===== config.mk =====
export PLATFORM = sky130hd
export DESIGN_NAME = traffic_light_monitor
export DESIGN_NICKNAME = d
export VERILOG_FILES = /design/src/rtl/traffic_pkg.sv /design/src/rtl/traffic_light_monitor_lamp_checker.sv /design/src/rtl/traffic_light_monitor.sv
export SDC_FILE = /design/constraint.sdc
export NUM_CORES = 1
export LEC_CHECK = 0
export CAP_MARGIN = 10
export CORE_MARGIN = 2
export CORE_UTILIZATION = 58
export CTS_CLUSTER_DIAMETER = 150
export CTS_CLUSTER_SIZE = 20
export DETAILED_ROUTE_END_ITERATION = 12
export DONT_BUFFER_PORTS = 1
export GPL_ROUTABILITY_DRIVEN = 0
export GPL_TIMING_DRIVEN = 0
export PLACE_DENSITY_LB_ADDON = 0.15
export SYNTH_ARGS = -nofsm -noshare
export SYNTH_HDL_FRONTEND = slang
export SYNTH_HIERARCHICAL = 1
export SYNTH_SLANG_ARGS = --single-unit

===== constraint.sdc =====
create_clock -name clk -period 2.2 [get_ports clk]
set_input_delay 0.22 -clock clk [delete_from_list [all_inputs] [get_ports clk]]
set_output_delay 0.22 -clock clk [all_outputs]
set_load 0.01 [all_outputs]

===== src/rtl/traffic_pkg.sv =====
// Shared definitions for the traffic light monitor: lamp encodings,
// fault codes, road indices and the per-road check flag bundle.
package traffic_pkg;

    // Lamp code is {R,Y,G}; exactly one bit set is a legal lamp.
    localparam logic [2:0] LAMP_RED = 3'b100;
    localparam logic [2:0] LAMP_YEL = 3'b010;
    localparam logic [2:0] LAMP_GRN = 3'b001;

    // Fault codes; a lower value has higher priority within a cycle.
    localparam logic [3:0] FC_NONE     = 4'd0;
    localparam logic [3:0] FC_CONFLICT = 4'd1;
    localparam logic [3:0] FC_ENC      = 4'd2;
    localparam logic [3:0] FC_SEQ      = 4'd3;
    localparam logic [3:0] FC_SHORT_G  = 4'd4;
    localparam logic [3:0] FC_SHORT_Y  = 4'd5;
    localparam logic [3:0] FC_STUCK    = 4'd6;

    // Road indices as reported on fault_road.
    localparam logic [1:0] ROAD_M1 = 2'd0;
    localparam logic [1:0] ROAD_M2 = 2'd1;
    localparam logic [1:0] ROAD_MT = 2'd2;
    localparam logic [1:0] ROAD_S  = 2'd3;

    // Per-road check results, all combinational for the current sample.
    typedef struct packed {
        logic enc;
        logic seq;
        logic short_g;
        logic short_y;
        logic stuck;
    } lamp_flags_t;

    // True when the lamp code is one of RED, YEL or GRN.
    function automatic logic lamp_legal(input logic [2:0] lamp);
        return (lamp == LAMP_RED) || (lamp == LAMP_YEL) || (lamp == LAMP_GRN);
    endfunction

endpackage


===== src/rtl/traffic_light_monitor_lamp_checker.sv =====
// Single-road lamp checker: tracks the previous lamp, how many consecutive
// samples it has been shown, and flags encoding, ordering and dwell faults
// for the lamp presented on the current clock edge.
module lamp_checker
    import traffic_pkg::*;
#(
    parameter int MIN_GREEN  = 3,
    parameter int MIN_YELLOW = 2,
    parameter int MAX_PHASE  = 15,
    parameter int CNT_W      = 4
) (
    input  logic        clk,
    input  logic        rst,
    input  logic [2:0]  lamp,
    output lamp_flags_t flags
);

    localparam logic [CNT_W-1:0] CNT_MAX   = {CNT_W{1'b1}};
    localparam logic [CNT_W-1:0] CNT_ONE   = CNT_W'(1);
    localparam logic [CNT_W-1:0] MIN_G_C   = CNT_W'(MIN_GREEN);
    localparam logic [CNT_W-1:0] MIN_Y_C   = CNT_W'(MIN_YELLOW);
    localparam logic [CNT_W-1:0] MAX_PH_C  = CNT_W'(MAX_PHASE);

    logic [2:0]       prev_q, prev_d;
    logic [CNT_W-1:0] dwell_q, dwell_d;
    logic             prev_valid_q, prev_valid_d;
    // Set once a real transition has been seen; until then the dwell of the
    // previous lamp may be truncated by reset, so SHORT checks are held off.
    logic             armed_q, armed_d;
    logic             changed;
    logic             legal_step;

    // Next-state for previous lamp, dwell counter and the valid/armed bits.
    always_comb begin
        changed      = prev_valid_q && (lamp != prev_q);
        prev_d       = lamp;
        prev_valid_d = 1'b1;
        armed_d      = armed_q | changed;
        if (!prev_valid_q || changed) begin
            dwell_d = CNT_ONE;
        end else if (dwell_q != CNT_MAX) begin
            dwell_d = dwell_q + CNT_ONE;
        end else begin
            dwell_d = dwell_q;
        end
    end

    // Check flags for the current sample against the stored history.
    // STUCK is not gated by armed: a dwell truncated by reset can only
    // undercount, so it never causes a false STUCK.
    always_comb begin
        flags      = '0;
        legal_step = (lamp == prev_q) ||
                     ((prev_q == LAMP_GRN) && (lamp == LAMP_YEL)) ||
                     ((prev_q == LAMP_YEL) && (lamp == LAMP_RED)) ||
                     ((prev_q == LAMP_RED) && (lamp == LAMP_GRN));
        flags.enc     = !lamp_legal(lamp);
        flags.seq     = prev_valid_q && !legal_step;
        flags.short_g = armed_q && (prev_q == LAMP_GRN) && (lamp == LAMP_YEL) &&
                        (dwell_q < MIN_G_C);
        flags.short_y = armed_q && (prev_q == LAMP_YEL) && (lamp == LAMP_RED) &&
                        (dwell_q < MIN_Y_C);
        flags.stuck   = (lamp != LAMP_RED) && (dwell_d >= MAX_PH_C);
    end

    // History registers with synchronous reset.
    always_ff @(posedge clk) begin
        if (rst) begin
            prev_q       <= LAMP_RED;
            dwell_q      <= '0;
            prev_valid_q <= 1'b0;
            armed_q      <= 1'b0;
        end else begin
            prev_q       <= prev_d;
            dwell_q      <= dwell_d;
            prev_valid_q <= prev_valid_d;
            armed_q      <= armed_d;
        end
    end

endmodule


===== src/rtl/traffic_light_monitor.sv =====
// Safety observer for the four lamp buses of the traffic light controller.
// Combines per-road checks with cross-road conflict detection, latches the
// first fault (code and road), counts violating cycles and requests flash.
module traffic_light_monitor
    import traffic_pkg::*;
#(
    parameter int MIN_GREEN  = 3,
    parameter int MIN_YELLOW = 2,
    parameter int MAX_PHASE  = 15,
    parameter int CNT_W      = 4,
    parameter int ERR_W      = 8
) (
    input  logic             clk,
    input  logic             rst,
    input  logic [2:0]       light_M1,
    input  logic [2:0]       light_M2,
    input  logic [2:0]       light_MT,
    input  logic [2:0]       light_S,
    input  logic             clr_fault,
    output logic             fault,
    output logic [3:0]       fault_code,
    output logic [1:0]       fault_road,
    output logic [ERR_W-1:0] err_count,
    output logic             flash_req
);

    logic [2:0]  lamps [4];
    lamp_flags_t flags [4];

    assign lamps[0] = light_M1;
    assign lamps[1] = light_M2;
    assign lamps[2] = light_MT;
    assign lamps[3] = light_S;

    for (genvar r = 0; r < 4; r++) begin : g_chk
        lamp_checker #(
            .MIN_GREEN  (MIN_GREEN),
            .MIN_YELLOW (MIN_YELLOW),
            .MAX_PHASE  (MAX_PHASE),
            .CNT_W      (CNT_W)
        ) u_chk (
            .clk   (clk),
            .rst   (rst),
            .lamp  (lamps[r]),
            .flags (flags[r])
        );
    end

    // Lowest road index with its bit set in the mask.
    function automatic logic [1:0] first_road(input logic [3:0] m);
        logic [1:0] idx;
        idx = 2'd0;
        for (int r = 3; r >= 0; r--) begin
            if (m[r]) idx = 2'(r);
        end
        return idx;
    endfunction

    logic [3:0] enc_m, seq_m, shg_m, shy_m, stk_m;
    logic       conflict;
    logic [3:0] viol_code;
    logic [1:0] viol_road;
    logic       any_viol;

    // Gather per-road flags into per-check masks.
    always_comb begin
        enc_m = '0;
        seq_m = '0;
        shg_m = '0;
        shy_m = '0;
        stk_m = '0;
        for (int r = 0; r < 4; r++) begin
            enc_m[r] = flags[r].enc;
            seq_m[r] = flags[r].seq;
            shg_m[r] = flags[r].short_g;
            shy_m[r] = flags[r].short_y;
            stk_m[r] = flags[r].stuck;
        end
    end

    // Cross-road conflict and priority encoding of this cycle's violation.
    // M1 with MT is a protected pairing and is not a conflict.
    always_comb begin
        conflict = ((light_S != LAMP_RED) &&
                    ((light_M1 != LAMP_RED) || (light_M2 != LAMP_RED) ||
                     (light_MT != LAMP_RED))) ||
                   ((light_M2 != LAMP_RED) && (light_MT != LAMP_RED));
        viol_code = FC_NONE;
        viol_road = ROAD_M1;
        if (conflict) begin
            viol_code = FC_CONFLICT;
            viol_road = ROAD_S;
        end else if (|enc_m) begin
            viol_code = FC_ENC;
            viol_road = first_road(enc_m);
        end else if (|seq_m) begin
            viol_code = FC_SEQ;
            viol_road = first_road(seq_m);
        end else if (|shg_m) begin
            viol_code = FC_SHORT_G;
            viol_road = first_road(shg_m);
        end else if (|shy_m) begin
            viol_code = FC_SHORT_Y;
            viol_road = first_road(shy_m);
        end else if (|stk_m) begin
            viol_code = FC_STUCK;
            viol_road = first_road(stk_m);
        end
        any_viol = (viol_code != FC_NONE);
    end

    logic             fault_q, fault_d;
    logic [3:0]       code_q, code_d;
    logic [1:0]       road_q, road_d;
    logic [ERR_W-1:0] err_q, err_d;

    // Fault latch: first violation sticks; a clear on a violating cycle
    // re-latches the new violation instead of dropping it.
    always_comb begin
        fault_d = fault_q;
        code_d  = code_q;
        road_d  = road_q;
        if (clr_fault || !fault_q) begin
            fault_d = any_viol;
            code_d  = any_viol ? viol_code : FC_NONE;
            road_d  = any_viol ? viol_road : ROAD_M1;
        end
        err_d = err_q;
        if (any_viol && (err_q != {ERR_W{1'b1}})) begin
            err_d = err_q + ERR_W'(1);
        end
    end

    // Fault and counter registers with synchronous reset.
    always_ff @(posedge clk) begin
        if (rst) begin
            fault_q <= 1'b0;
            code_q  <= FC_NONE;
            road_q  <= ROAD_M1;
            err_q   <= '0;
        end else begin
            fault_q <= fault_d;
            code_q  <= code_d;
            road_q  <= road_d;
            err_q   <= err_d;
        end
    end

    assign fault      = fault_q;
    assign fault_code = code_q;
    assign fault_road = road_q;
    assign err_count  = err_q;
    assign flash_req  = fault_q;

endmodule


==> results of run 1 <==
[kinds of logic (layout without fill, tap and decap cells)]
group	after synthesis	count (layout)	synth area share [%]
XOR/XNOR	24	24	7.74
AO/OA/AOI/OAI	58	58	13.2
other	1	1	0.121
multiplexers	7	7	2.50
adder cells (fa/ha/maj)	5	5	2.02
flip-flops	50	50	32.2
AND/OR/NAND/NOR	171	171	36.4
buffers and inverters	28	74	5.80
[through the flow]
stage	worst slack [ns]	hold slack, ns	area (um^2)
finish	-0.229	0.0132	4130
global route	-0.307	0.00247	4130
CTS	-0.202	0.00173	3810
detailed placement	-0.423	0.297	3320
global placement	-0.389	0.295	3320
floorplan	-0.103	0.289	3230
[path summary, 6_finish.rpt]
path / startpoint / to
worst min-delay path: rst / g_chk[1].u_chk/prev_q[2]
worst max register to register: g_chk[3].u_chk/prev_q[2] / err_count[5]
worst min register to register: g_chk[1].u_chk/armed_q / g_chk[1].u_chk/armed_q
worst max-delay path: g_chk[3].u_chk/prev_q[2] / err_count[5]
[placed cells by master, fill, tap and decap left out, types with 3 or more instances in the layout]
cell type	count
nor3b_1	5
dfxtp_2	6
a31oi_1	4
o21a_1	8
mux2i_4	4
and3_1	6
or3_4	5
nor4_2	5
and4bb_2	8
inv_1	15
nor2b_1	14
xor2_1	8
o21ai_0	15
o21ai_1	4
nor2_1	34
nand2_1	8
a21oi_1	9
dlygate4sd3_1	3
a2111oi_2	4
dfxtp_1	34
xnor2_2	13
dfxtp_4	10
nand2b_1	6
nand3_1	7
nand3_4	4
nor3_2	3
or2_2	4
buf_6	9
ha_4	4
clkbuf_8	5
nor2_2	3
buf_4	37
nor3_1	18
nand4_1	6
nor4_4	12
[metal layers]
layer / vias to the layer above / share of wire [%] / GRT usage, % / wire length (um)
met1: 1379 / 42 / 31.5 / 3380
met4: 0 / 1.6 / 10.4 / 131
li1: 1347 / - / - / -
met3: 15 / 4.2 / 5.76 / 341
met5: - / 0 / 0 / 0
met2: 71 / 52 / 45.4 / 4240
[repair_timing]
item	CTS	global route
endpoints found under the setup margin	12	13
resized for setup	37	41
endpoints found under the hold margin	22	1
setup buffers	21	15
pin swaps	18	11
hold buffers	2	1
[final cells by class]
cell class	count	share of cell area, %
flip-flops and latches	50	25.4
multi-input cells	266	58.4
clock inverters	3	0.971
well taps	70	2.12
inverters	15	1.36
plain buffers	13	3.00
repair buffers	38	7.10
clock buffers	5	1.67
[report_power, final]
part           leakage, nW  switching [W]  internal (W)
clock network       0.0579       0.000312      0.000335
logic                 1.02       0.000178      0.000171
registers            0.420      0.0000474      0.000938
total                 1.50       0.000537       0.00144
[worst max-delay path: cells and delay by family, from the launching register on]
kind | cells | cell delay, ns
simple gates | 5 | 1.02
mux | 1 | 0.30
buf+inv | 1 | 0.17
flops | 1 | 0.39
compound gates | 2 | 0.45
[registers in the layout, indices dropped and copies added (netlist names)]
signal	cells
fault_road	2
fault_code	3
g_chk.u_chk/armed_q	4
err_count	8
g_chk.u_chk/prev_valid_q	4
g_chk.u_chk/dwell_q	16
g_chk.u_chk/prev_q	12
fault	1
==> metrics.txt, run 1 <==
post-route insts no fill 460; first-pass GRT wire length 12.6 mm; syn nets ~360; fmax 0.412 GHz; ys flop type dfxtp_1; clock skew 0.00906 ns; global route overflow 0; CP Launch Type flop; H-Tree Level Count 2; CTS Buffer Depth 2; pwr dens between 400 and 500 mW/mm^2; Via density 6.11; worst reg2reg path depth 9; fraction of registers with async set or reset after synthesis 0%; CP Cell Sequence and4bb_2 > o21ai_0 > and3_4 > nor4_4 > nand2_2 > a211oi_4 > buf_6 > nor3_2 > mux2_4; Rows 26; status complete, but fails checks; worst slew pin tran 1.10 ns; largest net degree at the start of global routing 23; Post-synth top cells 50 x dfxtp_1, 39 x nor2_1, 20 x nor3_1, 16 x o21ai_0; post-DP HPWL ~4.8 mm; TritonCTS clock tree built; ANT nets after route 0; cell with the most instances after synthesis dfxtp_1; Hold Path Stages 1; CP endpoint kind flop; DR iter-0 viols 155; final worst path period share 110%; FF/Latch Area 0.00105 mm^2; Clock Latency Late Sink ~0.31 ns; Critical Path RT about 2.4 ns; drt wl/cell 17.6 um; RSZ-0062 raised after global routing true; Pwr Total 0.00198 W; vias between 2000 and 3000; Synth top area share 32.2%; Max IR drop VDD 0.000406 V; initial core utilization between 60% and 70%; Synthesis Warnings 6; Max-slew headroom 26.6%; Setup violations, final 11; CTS sink count 50; final wirelength 8.09 mm; die width 77.2 um; core area 0.00514 mm^2; Clk pin slew, worst setup/hold paths 0.10 ns; Max Cap Viol 0; synthesized area per cell between 9 and 10 um^2; post-layout util 80.3%; P_leak 1.50 nW; sequential area share after synthesis 32.2%; slowest stage cell, crit path dfxtp_4; # fillers 324; drt first pass iters 4; detailed-route DRC error count 0; Area Overhead vs Synth 32.9%; Netlist cell types 52; die height 77.2 um; Synth Instances 344; number of synthesized flops with an enable pin 0; CP Max Fanout 5; data arrival time of the worst path between 2 and 3 ns; min cycle time layout 2.43 ns; area occupied by multi-input gates 0.00241 mm^2; port bufs 0; final number of hold-violating endpoints 0; layout cells sized above 1 42.1%; largest cells by area after synthesis dfxtp_1 32%, nor2_1 4.7%, nor4_2 4.0%; mapped cell area 0.00310 mm^2; setup ws final -0.229 ns; Final #Nets approximately 410; Die ar. around 0.0060 mm^2; I/O pin total 31; Setup CP Type flop to flop; setup tns final -1.50 ns; Root Buffer clkbuf_8; area leader, netlist dfxtp_1; violated checks negative setup slack; Cells after DPL 414; HP Class primary input to flop; initial antenna violation count 0; n_diodes 0; vias in the first global route 2713; GR Util All Layers between 20% and 30%; max incr delay on CP 0.39 ns; CTS Buf Count 5; fin. max-slew vios 0; reg-to-reg slack, setup -0.23 ns; Yosys reg bits 50
No activity file was read; power rests on OpenSTA's default activity.
==> run 2, diff against run 1 <==
CORE_UTILIZATION = 50   (was 58)
==> metrics.txt, run 2 (same netlist as run 1, synthesis figures left out) <==
HP Class primary input to flop (unchanged); Max IR drop VDD 0.000526 V (was 0.000406 V); Clock Latency Late Sink 0.31 ns (about the same); Critical path origin g_chk[2].u_chk/dwell_q[0] (was g_chk[3].u_chk/prev_q[2]); I/O pin total 31 (unchanged); drt wl/cell 15.8 um (was 17.6 um); detailed-route DRC error count 0 (unchanged); pwr dens 488 mW/mm^2 (was 480 mW/mm^2); H-Tree Level Count 2 (unchanged); initial antenna violation count 0 (unchanged); Die ar. 0.00686 mm^2 (was 0.00595 mm^2); commonest non-fill, non-tap cells in the layout 36 x nor2_1, 36 x dfxtp_1, 35 x buf_4 (was 37 x buf_4, 34 x nor2_1, 34 x dfxtp_1); global route overflow 0 (unchanged); # fillers 476 (was 324); setup ws final -0.199 ns (was -0.229 ns); Crit Reg-Reg Startpoint g_chk[2].u_chk/dwell_q[0] (was g_chk[3].u_chk/prev_q[2]); post-DP HPWL 4.78 mm (was 4.84 mm); n_diodes 0 (unchanged); CP endpoint kind flop (unchanged); fmax 0.417 GHz (was 0.412 GHz); layout cells sized above 1 37.3% (was 42.1%); Largest register FFs 16 (unchanged); Place WS -0.413 ns (was -0.423 ns); clock skew 0.00577 ns (was 0.00906 ns); TritonCTS clock tree built (unchanged); core area 0.00596 mm^2 (was 0.00514 mm^2); CTS Buf Count 5 (unchanged); Max-slew headroom 29.2% (was 26.6%); worst reg2reg path depth 10 (was 9); largest net degree at the start of global routing 21 (was 23); initial core utilization 52.1% (was 60.4%); vias 2669 (was 2812); status complete, but fails checks (unchanged); Max Cap Viol 0 (unchanged); clock share of power 33.3% (was 32.6%); Clk pin slew, worst setup/hold paths 0.09 ns (was 0.10 ns); Critical Path RT 2.44 ns (was 2.41 ns); Critical path destination fault_road[1] (was err_count[5]); post-layout util 66.8% (was 80.3%); die width 82.8 um (was 77.2 um); Pwr Total 0.00194 W (was 0.00198 W); Sw Share 26.7% (was 27.1%); min cycle time layout 2.40 ns (was 2.43 ns); drt first pass iters 4 (unchanged); Logic pwr share 16.1% (was 17.6%); CTS sink count 50 (unchanged); P_leak 1.45 nW (was 1.50 nW); reg-to-reg slack, setup -0.20 ns (was -0.23 ns); vias in the first global route 2539 (was 2713); worst slew pin tran 1.06 ns (was 1.10 ns); DR iter-0 viols 121 (was 155); Area Overhead vs Synth 28.2% (was 32.9%); RSZ-0062 raised after global routing true (unchanged); final worst path period share 109% (was 110%); Biggest register g_chk.u_chk/dwell_q (unchanged); Reg power frac 50.6% (was 49.7%); CP Max Fanout 5 (unchanged); ANT nets after route 0 (unchanged); CP Launch Type flop (unchanged); Int Power 0.00143 W (was 0.00144 W); final number of hold-violating endpoints 0 (unchanged); CTS Buffer Depth 2 (unchanged); data arrival time of the worst path 2.64 ns (about the same); Rows 28 (was 26); Root Buffer clkbuf_8 (unchanged); final wirelength 7.34 mm (was 8.09 mm); Final #Nets 408 (was 409); port bufs 0 (unchanged); Via density 5.75 (was 6.11); fin. max-slew vios 0 (unchanged); GR Util All Layers 22.1% (was 26.2%); first-pass GRT wire length 11.6 mm (was 12.6 mm); Setup CP Type flop to flop (unchanged); violated checks negative setup slack (unchanged); net switching power 0.000518 W (was 0.000537 W); die height 82.8 um (was 77.2 um); Setup violations, final 11 (unchanged); R2R Path End fault_road[1] (was err_count[5])
-- run 2: routing by layer --
layer | share of wire [%] | routed length (um) | global-route usage [%]
met5 | 0 | 0 | 0
met3 | 3.0 | 217 | 3.68
met4 | 1.5 | 108 | 6.07
met2 | 50 | 3670 | 39.4
met1 | 46 | 3350 | 27.6
-- run 2: stage by stage --
stage	TNS (ns)	area (um^2)	instances	hold slack [ns]
floorplan	-0.192	3230	344	0.289
global placement	-3.14	3330	419	0.296
detailed placement	-3.23	3330	419	0.297
CTS	-1.00	3870	454	0.00313
global route	-2.92	3980	464	0.00695
finish	-1.46	3980	464	0.0134
-- run 2: final cells by class --
class / instances / area (um^2) / share of cell area, %
Buffer: 13 / 124 / 3.11
Clock buffer: 5 / 68.8 / 1.73
Clock inverter: 3 / 40.0 / 1.01
Inverter: 15 / 56.3 / 1.42
Multi-Input combinational cell: 266 / 2270 / 57.0
Sequential cell: 50 / 1040 / 26.1
Tap cell: 75 / 93.8 / 2.36
Timing Repair Buffer: 37 / 288 / 7.23
-- run 2: repair_timing --
action                                  4_1_cts  5_1_grt
endpoints found under the setup margin       13       11
hold endpoints to repair                     20        1
setup buffers                                24        9
gates resized for setup                      41        7
hold buffers                                  3        1
pin swaps                                    18       11
-- run 2: power groups by stage --
stage	clock, W	combinational [W]	sequential (W)
detailed placement	0	0.000247	0.00101
finish	0.000648	0.000313	0.000982
global route	0.000698	0.000341	0.000989
floorplan	0	0.000212	0.00100
CTS	0.000657	0.000303	0.000982
global placement	0	0.000241	0.00101
-- run 2: worst min path at each step --
stage	startpoint	end	slack, ns	depth (start not counted)
after global routing	rst	g_chk[1].u_chk/prev_q[2]	0.007	1
final	rst	g_chk[0].u_chk/prev_q[2]	0.01	1
after CTS	rst	g_chk[3].u_chk/prev_valid_q	0.003	1
after floorplan	rst	g_chk[1].u_chk/dwell_q[1]	0.29	1
after global placement	rst	g_chk[3].u_chk/prev_q[1]	0.30	1
after detailed placement	rst	g_chk[3].u_chk/prev_q[0]	0.30	1
-- run 2: worst max-delay path, cell delays in order, from the launching register on --
cell,delay (ns)
dfxtp_4,0.37
ha_4,0.17
nor2_2,0.06
or3_4,0.38
nor4_4,0.33
buf_4,0.18
nor2_1,0.04
o31a_1,0.25
o41ai_2,0.32
a21oi_1,0.13
o21ai_1,0.12
